**src/rtl/layer_line_scheduler_if.sv**
```systemverilog
// Handshake bundle between video timing, the layer renderer, the composer and
// the layer line scheduler.
interface layer_line_scheduler_if #(
    parameter int IDX_WIDTH = 10
);
    logic                 line_start;
    logic                 render_done;
    logic                 render_start;
    logic                 render_abort;
    logic                 active_render_buffer;
    logic                 composer_pixel_en;
    logic [7:0]           hscale;
    logic [IDX_WIDTH-1:0] composer_rd_idx;
    logic                 underrun;
    logic                 underrun_clr;
    logic [7:0]           underrun_count;

    // Master drives timing/renderer/composer requests; slave is the scheduler.
    modport master (
        output line_start, render_done, composer_pixel_en, hscale, underrun_clr,
        input  render_start, render_abort, active_render_buffer,
               composer_rd_idx, underrun, underrun_count
    );

    modport slave (
        input  line_start, render_done, composer_pixel_en, hscale, underrun_clr,
        output render_start, render_abort, active_render_buffer,
               composer_rd_idx, underrun, underrun_count
    );
endinterface

```
**src/rtl/layer_line_scheduler.sv**
```systemverilog
// Double-buffered layer line sequencing, fractional read-index generation and
// renderer underrun detection. Define LINE_SCHED_STATS_EN to keep underrun_count.
module layer_line_scheduler #(
    parameter int IDX_WIDTH  = 10,
    parameter int FRAC_WIDTH = 7
) (
    input logic                    clk,
    input logic                    rst,
    layer_line_scheduler_if.slave  bus
);
    localparam int ACC_W = IDX_WIDTH + FRAC_WIDTH;

    typedef enum logic [1:0] {
        ST_IDLE,
        ST_RENDER,
        ST_WAIT
    } state_t;

    state_t           state, state_nxt;
    logic             underrun_ev;
    logic             render_start_q;
    logic             render_abort_q;
    logic             active_buf_q;
    logic             underrun_q;
    logic [ACC_W-1:0] acc_q;
    logic [7:0]       underrun_count_q;

    // Unsigned add that pins at all-ones instead of wrapping.
    function automatic logic [ACC_W-1:0] sat_acc_add(input logic [ACC_W-1:0] a,
                                                      input logic [7:0]       b);
        logic [ACC_W:0] s;
        s = {1'b0, a} + {{(ACC_W-7){1'b0}}, b};
        return s[ACC_W] ? {ACC_W{1'b1}} : s[ACC_W-1:0];
    endfunction

    always_ff @(posedge clk) begin
        if (!rst) begin
            state <= ST_IDLE;
        end else begin
            state <= state_nxt;
        end
    end

    always_comb begin
        state_nxt   = state;
        underrun_ev = 1'b0;
        case (state)
            ST_IDLE: begin
                if (bus.line_start) state_nxt = ST_RENDER;
            end
            ST_RENDER: begin
                // A done coinciding with the line start still counts as on time.
                if (bus.line_start) begin
                    state_nxt   = ST_RENDER;
                    underrun_ev = !bus.render_done;
                end else if (bus.render_done) begin
                    state_nxt = ST_WAIT;
                end
            end
            ST_WAIT: begin
                if (bus.line_start) state_nxt = ST_RENDER;
            end
            default: state_nxt = ST_IDLE;
        endcase
    end

    always_ff @(posedge clk) begin
        if (!rst) begin
            render_start_q <= 1'b0;
            render_abort_q <= 1'b0;
            active_buf_q   <= 1'b0;
            underrun_q     <= 1'b0;
            acc_q          <= '0;
        end else begin
            render_start_q <= bus.line_start;
            render_abort_q <= underrun_ev;
            if (bus.line_start) begin
                active_buf_q <= ~active_buf_q;
            end
            // A new underrun wins over a simultaneous clear.
            if (underrun_ev) begin
                underrun_q <= 1'b1;
            end else if (bus.underrun_clr) begin
                underrun_q <= 1'b0;
            end
            if (bus.line_start) begin
                acc_q <= '0;
            end else if (bus.composer_pixel_en) begin
                acc_q <= sat_acc_add(acc_q, bus.hscale);
            end
        end
    end

`ifdef LINE_SCHED_STATS_EN
    function automatic logic [7:0] sat_inc8(input logic [7:0] v);
        return (v == 8'hFF) ? v : v + 8'd1;
    endfunction

    always_ff @(posedge clk) begin
        if (!rst) begin
            underrun_count_q <= '0;
        end else if (underrun_ev) begin
            underrun_count_q <= sat_inc8(underrun_count_q);
        end
    end
`else
    assign underrun_count_q = '0;
`endif

    assign bus.render_start         = render_start_q;
    assign bus.render_abort         = render_abort_q;
    assign bus.active_render_buffer = active_buf_q;
    assign bus.composer_rd_idx      = acc_q[ACC_W-1:FRAC_WIDTH];
    assign bus.underrun             = underrun_q;
    assign bus.underrun_count       = underrun_count_q;
endmodule

```
**src/flat_wrapper.sv**
```systemverilog
// flat-port wrapper written by rule: the top's interface ports become plain ports
module layer_line_scheduler_flat 
#(
    parameter int IDX_WIDTH  = 10,
    parameter int FRAC_WIDTH = 7
)
  (clk, rst, bus_line_start, bus_render_done, bus_composer_pixel_en, bus_hscale, bus_underrun_clr, bus_render_start, bus_render_abort, bus_active_render_buffer, bus_composer_rd_idx, bus_underrun, bus_underrun_count);
  layer_line_scheduler_if #(.IDX_WIDTH(IDX_WIDTH)) bus_i ();
  input logic clk;
  input logic rst;
  input wire logic [$bits(bus_i.line_start)-1:0] bus_line_start;
  input wire logic [$bits(bus_i.render_done)-1:0] bus_render_done;
  input wire logic [$bits(bus_i.composer_pixel_en)-1:0] bus_composer_pixel_en;
  input wire logic [$bits(bus_i.hscale)-1:0] bus_hscale;
  input wire logic [$bits(bus_i.underrun_clr)-1:0] bus_underrun_clr;
  output wire logic [$bits(bus_i.render_start)-1:0] bus_render_start;
  output wire logic [$bits(bus_i.render_abort)-1:0] bus_render_abort;
  output wire logic [$bits(bus_i.active_render_buffer)-1:0] bus_active_render_buffer;
  output wire logic [$bits(bus_i.composer_rd_idx)-1:0] bus_composer_rd_idx;
  output wire logic [$bits(bus_i.underrun)-1:0] bus_underrun;
  output wire logic [$bits(bus_i.underrun_count)-1:0] bus_underrun_count;
  assign bus_i.line_start = bus_line_start;
  assign bus_i.render_done = bus_render_done;
  assign bus_i.composer_pixel_en = bus_composer_pixel_en;
  assign bus_i.hscale = bus_hscale;
  assign bus_i.underrun_clr = bus_underrun_clr;
  assign bus_render_start = bus_i.render_start;
  assign bus_render_abort = bus_i.render_abort;
  assign bus_active_render_buffer = bus_i.active_render_buffer;
  assign bus_composer_rd_idx = bus_i.composer_rd_idx;
  assign bus_underrun = bus_i.underrun;
  assign bus_underrun_count = bus_i.underrun_count;
  layer_line_scheduler #(.IDX_WIDTH(IDX_WIDTH), .FRAC_WIDTH(FRAC_WIDTH)) u_core (.clk(clk), .rst(rst), .bus(bus_i));
endmodule
```
**config.mk**
```make
export PLATFORM = sky130hd
export DESIGN_NAME = layer_line_scheduler_flat
export DESIGN_NICKNAME = d
export VERILOG_FILES = /design/src/rtl/layer_line_scheduler_if.sv /design/src/rtl/layer_line_scheduler.sv /design/src/flat_wrapper.sv
export SDC_FILE = /design/constraint.sdc
export NUM_CORES = 1
export LEC_CHECK = 0
export BUFFER_PORTS_ARGS = -buffer_cell sky130_fd_sc_hd__clkbuf_2
export CORE_ASPECT_RATIO = 0.5
export CORE_MARGIN = 5
export CORE_UTILIZATION = 52
export CTS_CLUSTER_SIZE = 10
export DETAILED_ROUTE_END_ITERATION = 12
export PLACE_DENSITY_LB_ADDON = 0.08
export SLEW_MARGIN = 20
export SYNTH_ARGS = -nofsm -noshare
export SYNTH_HDL_FRONTEND = slang
export SYNTH_SLANG_ARGS = --single-unit
```
**constraint.sdc**
```tcl
create_clock -name clk -period 3 [get_ports clk]
set_input_delay 0.45 -clock clk [delete_from_list [all_inputs] [get_ports clk]]
set_output_delay 0.45 -clock clk [all_outputs]
set_load 0.01 [all_outputs]
```
# Word-level counts from Yosys, hierarchy flattened
# Cells that the tools add are included.
dict set report op_classes {
  bitwise 2
  eq_ne 4
  n_addsub 1
  n_reduce_logical 6
  muxes 9
}
# operator count
set ops {}
lappend ops {{$add 17x8->18} 1}
lappend ops {{$mux 17} 1}
lappend ops {{$mux 2} 3}
lappend ops {{$mux 1} 4}
lappend ops {{$pmux 2 s2} 1}
lappend ops {{$reduce_or 2->1} 2}
lappend ops {{$ne 3x3->1 const B} 1}
lappend ops {{$eq 2x1->1 const B} 1}
lappend ops {{$eq 2x2->1 const B} 1}
lappend ops {{$logic_not 2->1} 1}
lappend ops {{$ne 2x1->1 const B} 1}
lappend ops {{$not 1->1} 2}
lappend ops {{$reduce_and 2->1} 1}
lappend ops {{$reduce_bool 2->1} 1}
lappend ops {{$logic_not 1->1} 1}
dict set report totals {
  word_cells 28
  inputBits 14
  output_inout_bits 22
  register_bits 23
}

# Logic depth before layout (Yosys ltp)
# Gate-level depths: netlist (run 1).
dict set report depth {
  ltp_word 4
  mapped_depth 7
  mapped_depth_nobuf 7
}

# Worst setup path after synthesis (run 1)
# No wires, ideal clock.
dict set report synth_path {
  kind {input port to flip-flop}
  start {in bus_hscale[0]}
  end {reg u_core.acc_q[10]}
  arrival_ps 2292
  setup_time_ps 91
  setup_slack_ps 617
  path_stages 7
  required_ps 2909
  n_path_buf 0
  path_cell_list {ha_1 fa_1 a21o_1 a221oi_1 nor2_1 and4b_1 a311oi_1}
}
dict set report synth_between {
  elab_chain_cells 2
}
# item line_no
set synth_lines {}
lappend synth_lines {{start: declaration} flat_wrapper.sv:14} ;# input wire logic [$bits(bus_i.hscale)-1:0] bus_hscale;
lappend synth_lines {{$add 17x8->18} layer_line_scheduler.sv:32} ;# s = {1'b0, a} + {{(ACC_W-7){1'b0}}, b};
lappend synth_lines {{$mux 17} layer_line_scheduler.sv:33} ;# return s[ACC_W] ? {ACC_W{1'b1}} : s[ACC_W-1:0];
lappend synth_lines {{end signal: assignment} layer_line_scheduler.sv:89} ;# acc_q <= sat_acc_add(acc_q, bus.hscale);
lappend synth_lines {{end: declaration} layer_line_scheduler.sv:25} ;# logic [ACC_W-1:0] acc_q;
# No other way between the ends.
# A chain may end at the register's enable or synchronous reset.

# Worst setup path after layout (run 1)
dict set report layout_path {
  start {reg u_core.acc_q[4]}
  end {reg u_core.acc_q[13]}
}
dict set report layout_between {
  elab_chain_cells 2
}
# item line_no
set layout_lines {}
lappend layout_lines {{$add 17x8->18} layer_line_scheduler.sv:32}
lappend layout_lines {{$mux 17} layer_line_scheduler.sv:33}
# No other way between the ends.

==> results of run 1 <==
cells in the final DEF (no fill, tap or decap), types with 2 or more instances in the layout:
master,synthesis,routed
a211oi_1,2,2
a21o_1,2,2
a21o_2,2,2
a21oi_1,12,12
a221oi_1,3,3
a311oi_1,2,2
a31oi_1,8,8
and2_1,2,2
and3_1,2,2
and3_2,2,2
clkbuf_2,0,27
clkbuf_8,0,3
conb_1,1,8
dfxtp_1,23,23
ha_1,8,8
inv_1,6,6
nand2_1,7,7
nand2b_1,2,2
nand4_1,3,3
nor2_1,5,5
nor3_1,6,6
nor4_1,3,3
o21ai_0,10,10
xnor2_1,4,4
xor2_1,5,5
metal layers:
layer | global-route usage | wire [um] | vias to the layer above
li1 | - | - | 595
met1 | 0.196 | 1360 | 528
met2 | 0.264 | 1180 | 38
met3 | 0.0571 | 188 | 4
met4 | 0.0521 | 23 | 0
met5 | 0 | 0 | -
cell families after synthesis:
group / Yosys count
other: 1
AOI/OAI and AO/OA: 46
DFF: 23
adders and majority gates: 9
xor gates and xnor gates: 9
buffers and inverters: 26
and+or+nand+nor: 44
stage by stage:
stage | area [um^2] | std cells | utilization
2_1_floorplan | 1420 | 165 | -
3_3_place_gp | 1460 | 210 | 0.565
3_5_place_dp | 1460 | 210 | 0.565
4_1_cts | 1510 | 214 | 0.583
5_1_grt | 1510 | 214 | 0.583
6_report | 1510 | 214 | 0.583
tightest hold or removal path, stage by stage:
cell and delay [ns]:
clkbuf_2 0.09, nand3b_1 0.07, a21oi_1 0.05
worst paths after layout:
| path | start | to | cells after the start |
|---|---|---|---|
| worst max-delay path | u_core.acc_q[4] | u_core.acc_q[13] | 6 |
| worst min-delay path | bus_render_done | u_core.state[1] | 3 |
| worst max register to register | u_core.acc_q[4] | u_core.acc_q[13] | 6 |
| worst min register to register | u_core.state[1] | u_core.bus.render_abort | 1 |
cell type report:
class	count	area, um^2	share of cell area
Multi-Input combinational cell	116	790	0.524
Clock inverter	1	5.00	0.00332
Tap cell	37	46.3	0.0307
Clock buffer	3	41.3	0.0274
Sequential cell	23	460	0.305
Timing Repair Buffer	28	143	0.0946
Inverter	6	22.5	0.0149
state kept, by name (all words and copies together) (netlist names):
name and cells:
u_core.bus.active_render_buffer 1, u_core.bus.render_start 1, u_core.acc_q 17, u_core.bus.underrun 1
u_core.bus.render_abort 1, u_core.state 2
power breakdown:
group | internal (mW) | switching (mW) | total [mW]
clock network | 0.0928 | 0.102 | 0.195
logic | 0.0424 | 0.0566 | 0.0991
registers | 0.315 | 0.00561 | 0.320
==> run metrics, run 1 <==
run status complete, no violations; IO Pins 36; main combinational cell family by area after synthesis compound AO/OA/AOI/OAI gates; Max Cap Viol 0; Fin Hold WS 0.440 ns; Resize count post-CTS 0; CTS Hold Bufs 0; Seq/Total Area, Yosys 0.330; global-route wire length before repair 4890 um; share of the synthesized area in the top cell type 0.330; Hold Crit Class primary input to flip-flop; top cell family by delay on the critical path compound AO/OA/AOI/OAI gates; grt ovf 0; Pwr Total 0.615 mW; Max Freq 434 MHz; Place WS 0.470 ns; share of cells above drive strength 1 0.237; WL per Instance 12.9 um; DRT antenna net count 0; Avg Inst Size Synth 8.82 um^2; Residual DRC 0; Num Clock Sinks 23; YS warnings 0; async set or reset register ratio after synthesis 0; CTS max path bufs 2; setup_tns 0 ns; CTS tree built; largest net degree at the start of global routing 21; vias per cell 5.44; Core ar. 2590 um^2; clk slew on worst S/H paths 0.08 ns; nets@finish 201; Final Max Slew Viols 0; Crit path required time 3.19 ns; Synth Area in XOR/XNOR 0.0566; Post-Synthesis Cells 158; ys flop type dfxtp_1; crit path cell chain ha_1 > a21o_2 > a221oi_1 > a21oi_1 > and3b_1 > nor3_1; ANT cells 0; highest-delay cell along the critical path a221oi_1; first-iteration detailed-routing DRC count 78; Synth top cells by count dfxtp_1, buf_4, a21oi_1; max incr delay on CP 0.56 ns; PwrDens 408 nW/um^2; row count 13; Crit. End Element flip-flop; EDFF count, synth 0; simple-gate portion of the synthesized area 0.185; Synth Area in Compound Gates 0.217; R2R Setup Slk 0.70 ns; Die W 83.2 um; Layout fillers 251; H-tree Lvls 1; Mapped Area 1390 um^2; Peak VDD IR 0.219 mV; WL final 2750 um; GP Congestion 0.770; Worst-Margin Slew 0.660 ns; full die area 3880 um^2; gr usage total 0.159; Synth area leaders dfxtp_1, buf_4, ha_1; Crit path buffers/inverters 0; Worst Skew 0.00174 ns; setup ws final 0.698 ns; final setup vio count 0; Critical Path Source Type flip-flop; Distinct cells, synth 44; Synth area leader dfxtp_1; final hold vios 0; number of global-route vias before repair 1096; Port Buffers 27; Root Driver clkbuf_8; largest fanout on the critical path 9; Setup Crit Path Kind flip-flop to flip-flop; Synth Area in Adders 0.0862; 1st-pass router iterations 5; Data arrival, critical path 2.49 ns; unrepaired setup endpoints after global routing no; headroom to the max-slew limit 0.559; initial antenna violation count 0; via count 1165; die height 46.6 um; Initial Util 0.539; HPWL after DPL 2080 um; final critical-path share of the clock period 0.767; Seq cells post-synth 23; Area Overhead vs Synth 8.17%; most common cell in the netlist dfxtp_1; multiplexer share of the synthesized area 0; clock latency on the worst-skew pair 0.27 ns; Num CTS Buffers 3; leak pwr 0.652 nW; Final Critical Period 2.30 ns; postcts setup bufs 0
(Power assumes the default switching activity.)
==> inputs of run 2 (changes only) <==
==> constraint.sdc (replaced) <==
create_clock -name clk -period 2.3 [get_ports clk]
set_input_delay 0.345 -clock clk [delete_from_list [all_inputs] [get_ports clk]]
set_output_delay 0.345 -clock clk [all_outputs]
set_load 0.01 [all_outputs]
==> run metrics, run 2 (synthesis gave the netlist of run 1 again) <==
run status complete, no violations (unchanged); final hold vios 0 (unchanged); Root Driver clkbuf_8 (unchanged); IO Pins 36 (unchanged); row count 13 (unchanged); full die area 3880 um^2 (unchanged); Critical Path Source Type flip-flop (unchanged); setup_tns 0 ns (unchanged); Final Critical Period 2.19 ns (was 2.30 ns); Largest Register u_core.acc_q (unchanged); ANT cells 0 (unchanged); Core ar. 2590 um^2 (unchanged); unrepaired setup endpoints after global routing no (unchanged); Area Overhead vs Synth 12.8% (was 8.17%); nets@finish 208 (was 201); PwrDens 518 nW/um^2 (was 408 nW/um^2); Die W 83.2 um (unchanged); die height 46.6 um (unchanged); Setup Crit Path Kind flip-flop to flip-flop (unchanged); Residual DRC 0 (unchanged); Port Buffers 27 (unchanged); Num CTS Buffers 3 (unchanged); initial antenna violation count 0 (unchanged); WL per Instance 13.4 um (was 12.9 um); first-iteration detailed-routing DRC count 81 (was 78); largest fanout on the critical path 3 (was 9); 1st-pass router iterations 4 (was 5); Crit path required time 2.47 ns (was 3.19 ns); grt ovf 0 (unchanged); HPWL after DPL 2180 um (was 2080 um); gr usage total 0.162 (was 0.159); vias per cell 5.41 (was 5.44); most frequent cells in the layout clkbuf_2, dfxtp_1, a21oi_1 (unchanged); register area 460 um^2 (unchanged); crit path cell chain ha_1 > fa_1 > a21o_1 > a221oi_2 > nor2_1 > and4b_1 > a311oi_2 (was ha_1 > a21o_2 > a221oi_1 > a21oi_1 > and3b_1 > nor3_1); clk slew on worst S/H paths 0.09 ns (was 0.08 ns); headroom to the max-slew limit 0.568 (was 0.559); area of the multi-input gates 802 um^2 (was 790 um^2); Worst R2R Start u_core.acc_q[0] (was u_core.acc_q[4]); Peak VDD IR 0.382 mV (was 0.219 mV); DP Area 1510 um^2 (was 1460 um^2); CP Launch Point u_core.acc_q[0] (was u_core.acc_q[4]); most common cell after layout, fill and taps aside clkbuf_2 (unchanged); Data arrival, critical path 2.36 ns (was 2.49 ns); Hold Crit Class primary input to flip-flop (unchanged); final setup vio count 0 (unchanged); Util after Layout 0.608 (was 0.583); H-tree Lvls 1 (unchanged); WL final 2970 um (was 2750 um); largest net degree at the start of global routing 21 (unchanged); Worst Skew 0.00424 ns (was 0.00174 ns); share of cells above drive strength 1 0.277 (was 0.237); highest-delay cell along the critical path fa_1 (was a221oi_1); final instance area 1570 um^2 (was 1510 um^2); hold path startpoint bus_render_done (unchanged); Num Clock Sinks 23 (unchanged); top flop regs u_core.acc_q (17), u_core.state (2) (unchanged); Max Cap Viol 0 (unchanged); CTS max path bufs 2 (unchanged); number of flip-flops in the largest register 17 (unchanged); Max Freq 457 MHz (was 434 MHz); via count 1195 (was 1165); leak pwr 0.691 nW (was 0.652 nW); CTS Hold Bufs 0 (unchanged); DRT antenna net count 0 (unchanged); Crit. End Element flip-flop (unchanged); number of global-route vias before repair 1126 (was 1096); Initial Util 0.539 (unchanged); GP Congestion 0.785 (was 0.770); max incr delay on CP 0.39 ns (was 0.56 ns); Layout fillers 253 (was 251); clock latency on the worst-skew pair 0.26 ns (was 0.27 ns); Final Max Slew Viols 0 (unchanged); global-route wire length before repair 5080 um (was 4890 um); Worst-Margin Slew 0.646 ns (was 0.660 ns); final critical-path share of the clock period 0.952 (was 0.767); CTS tree built (unchanged)
==> run 2: changes by cell type in the layout (fill, tap and decap cells not counted) <==
| cell | change |
|---|---|
| a311oi_1 | -1 |
| buf_4 | +7 |
| a311oi_2 | +1 |
| a221oi_2 | +1 |
| a221oi_1 | -1 |
==> run 2: final timing paths <==
path,slack [ns],to,depth (start not counted)
max,0.11,u_core.acc_q[10],7
min,0.34,u_core.state[1],3
max reg2reg,0.11,u_core.acc_q[10],7
min reg2reg,0.49,u_core.bus.underrun,1
==> run 2: where the power goes <==
group / total [mW] / leakage (nW) / switching [mW] / internal [mW]
Combinational: 0.143 / 0.478 / 0.0795 / 0.0630
Clock: 0.254 / 0.0255 / 0.133 / 0.121
Sequential: 0.418 / 0.187 / 0.00745 / 0.410
==> run 2: stage by stage <==
stage	power, mW	hold slack (ns)	instances	worst slack [ns]
2_1_floorplan	0.529	0.449	165	0.0222
4_1_cts	0.820	0.340	221	0.0279
5_1_grt	0.859	0.365	221	0.0444
3_3_place_gp	0.562	0.469	217	0.0158
3_5_place_dp	0.564	0.477	217	-0.0883
6_report	0.815	0.342	221	0.111
==> run 2: what timing repair did <==
action,CTS,global route
buffers inserted,0,0
setup endpoints to repair,0,1
gates resized for setup,0,2
==> run 2: worst max-delay path: cells and delay by family, from the launching register on <==
| kind | cells | cell delay [ns] |
|---|---|---|
| AO/OA/AOI/OAI | 3 | 0.84 |
| adder cells (fa/ha/maj) | 2 | 0.62 |
| AND/OR/NAND/NOR | 2 | 0.33 |
| flip-flops | 1 | 0.32 |
==> run 2: per-layer routing <==
layer  GRT usage  vias to the layer above  part of all wire
met5           0                        -                 0
met3      0.0500                        2             0.056
li1            -                      607                 -
met4     0.00977                        0            0.0020
met1       0.212                      555              0.50
met2       0.282                       31              0.44
==> run 2: layout make-up <==
type                    instances  area share
inverters                       6      0.0143
clock inverters                 1     0.00318
well taps                      37      0.0294
repair buffers                 35       0.124
clock buffers                   3      0.0263
flip-flops and latches         23       0.293
multi-input cells             116       0.510
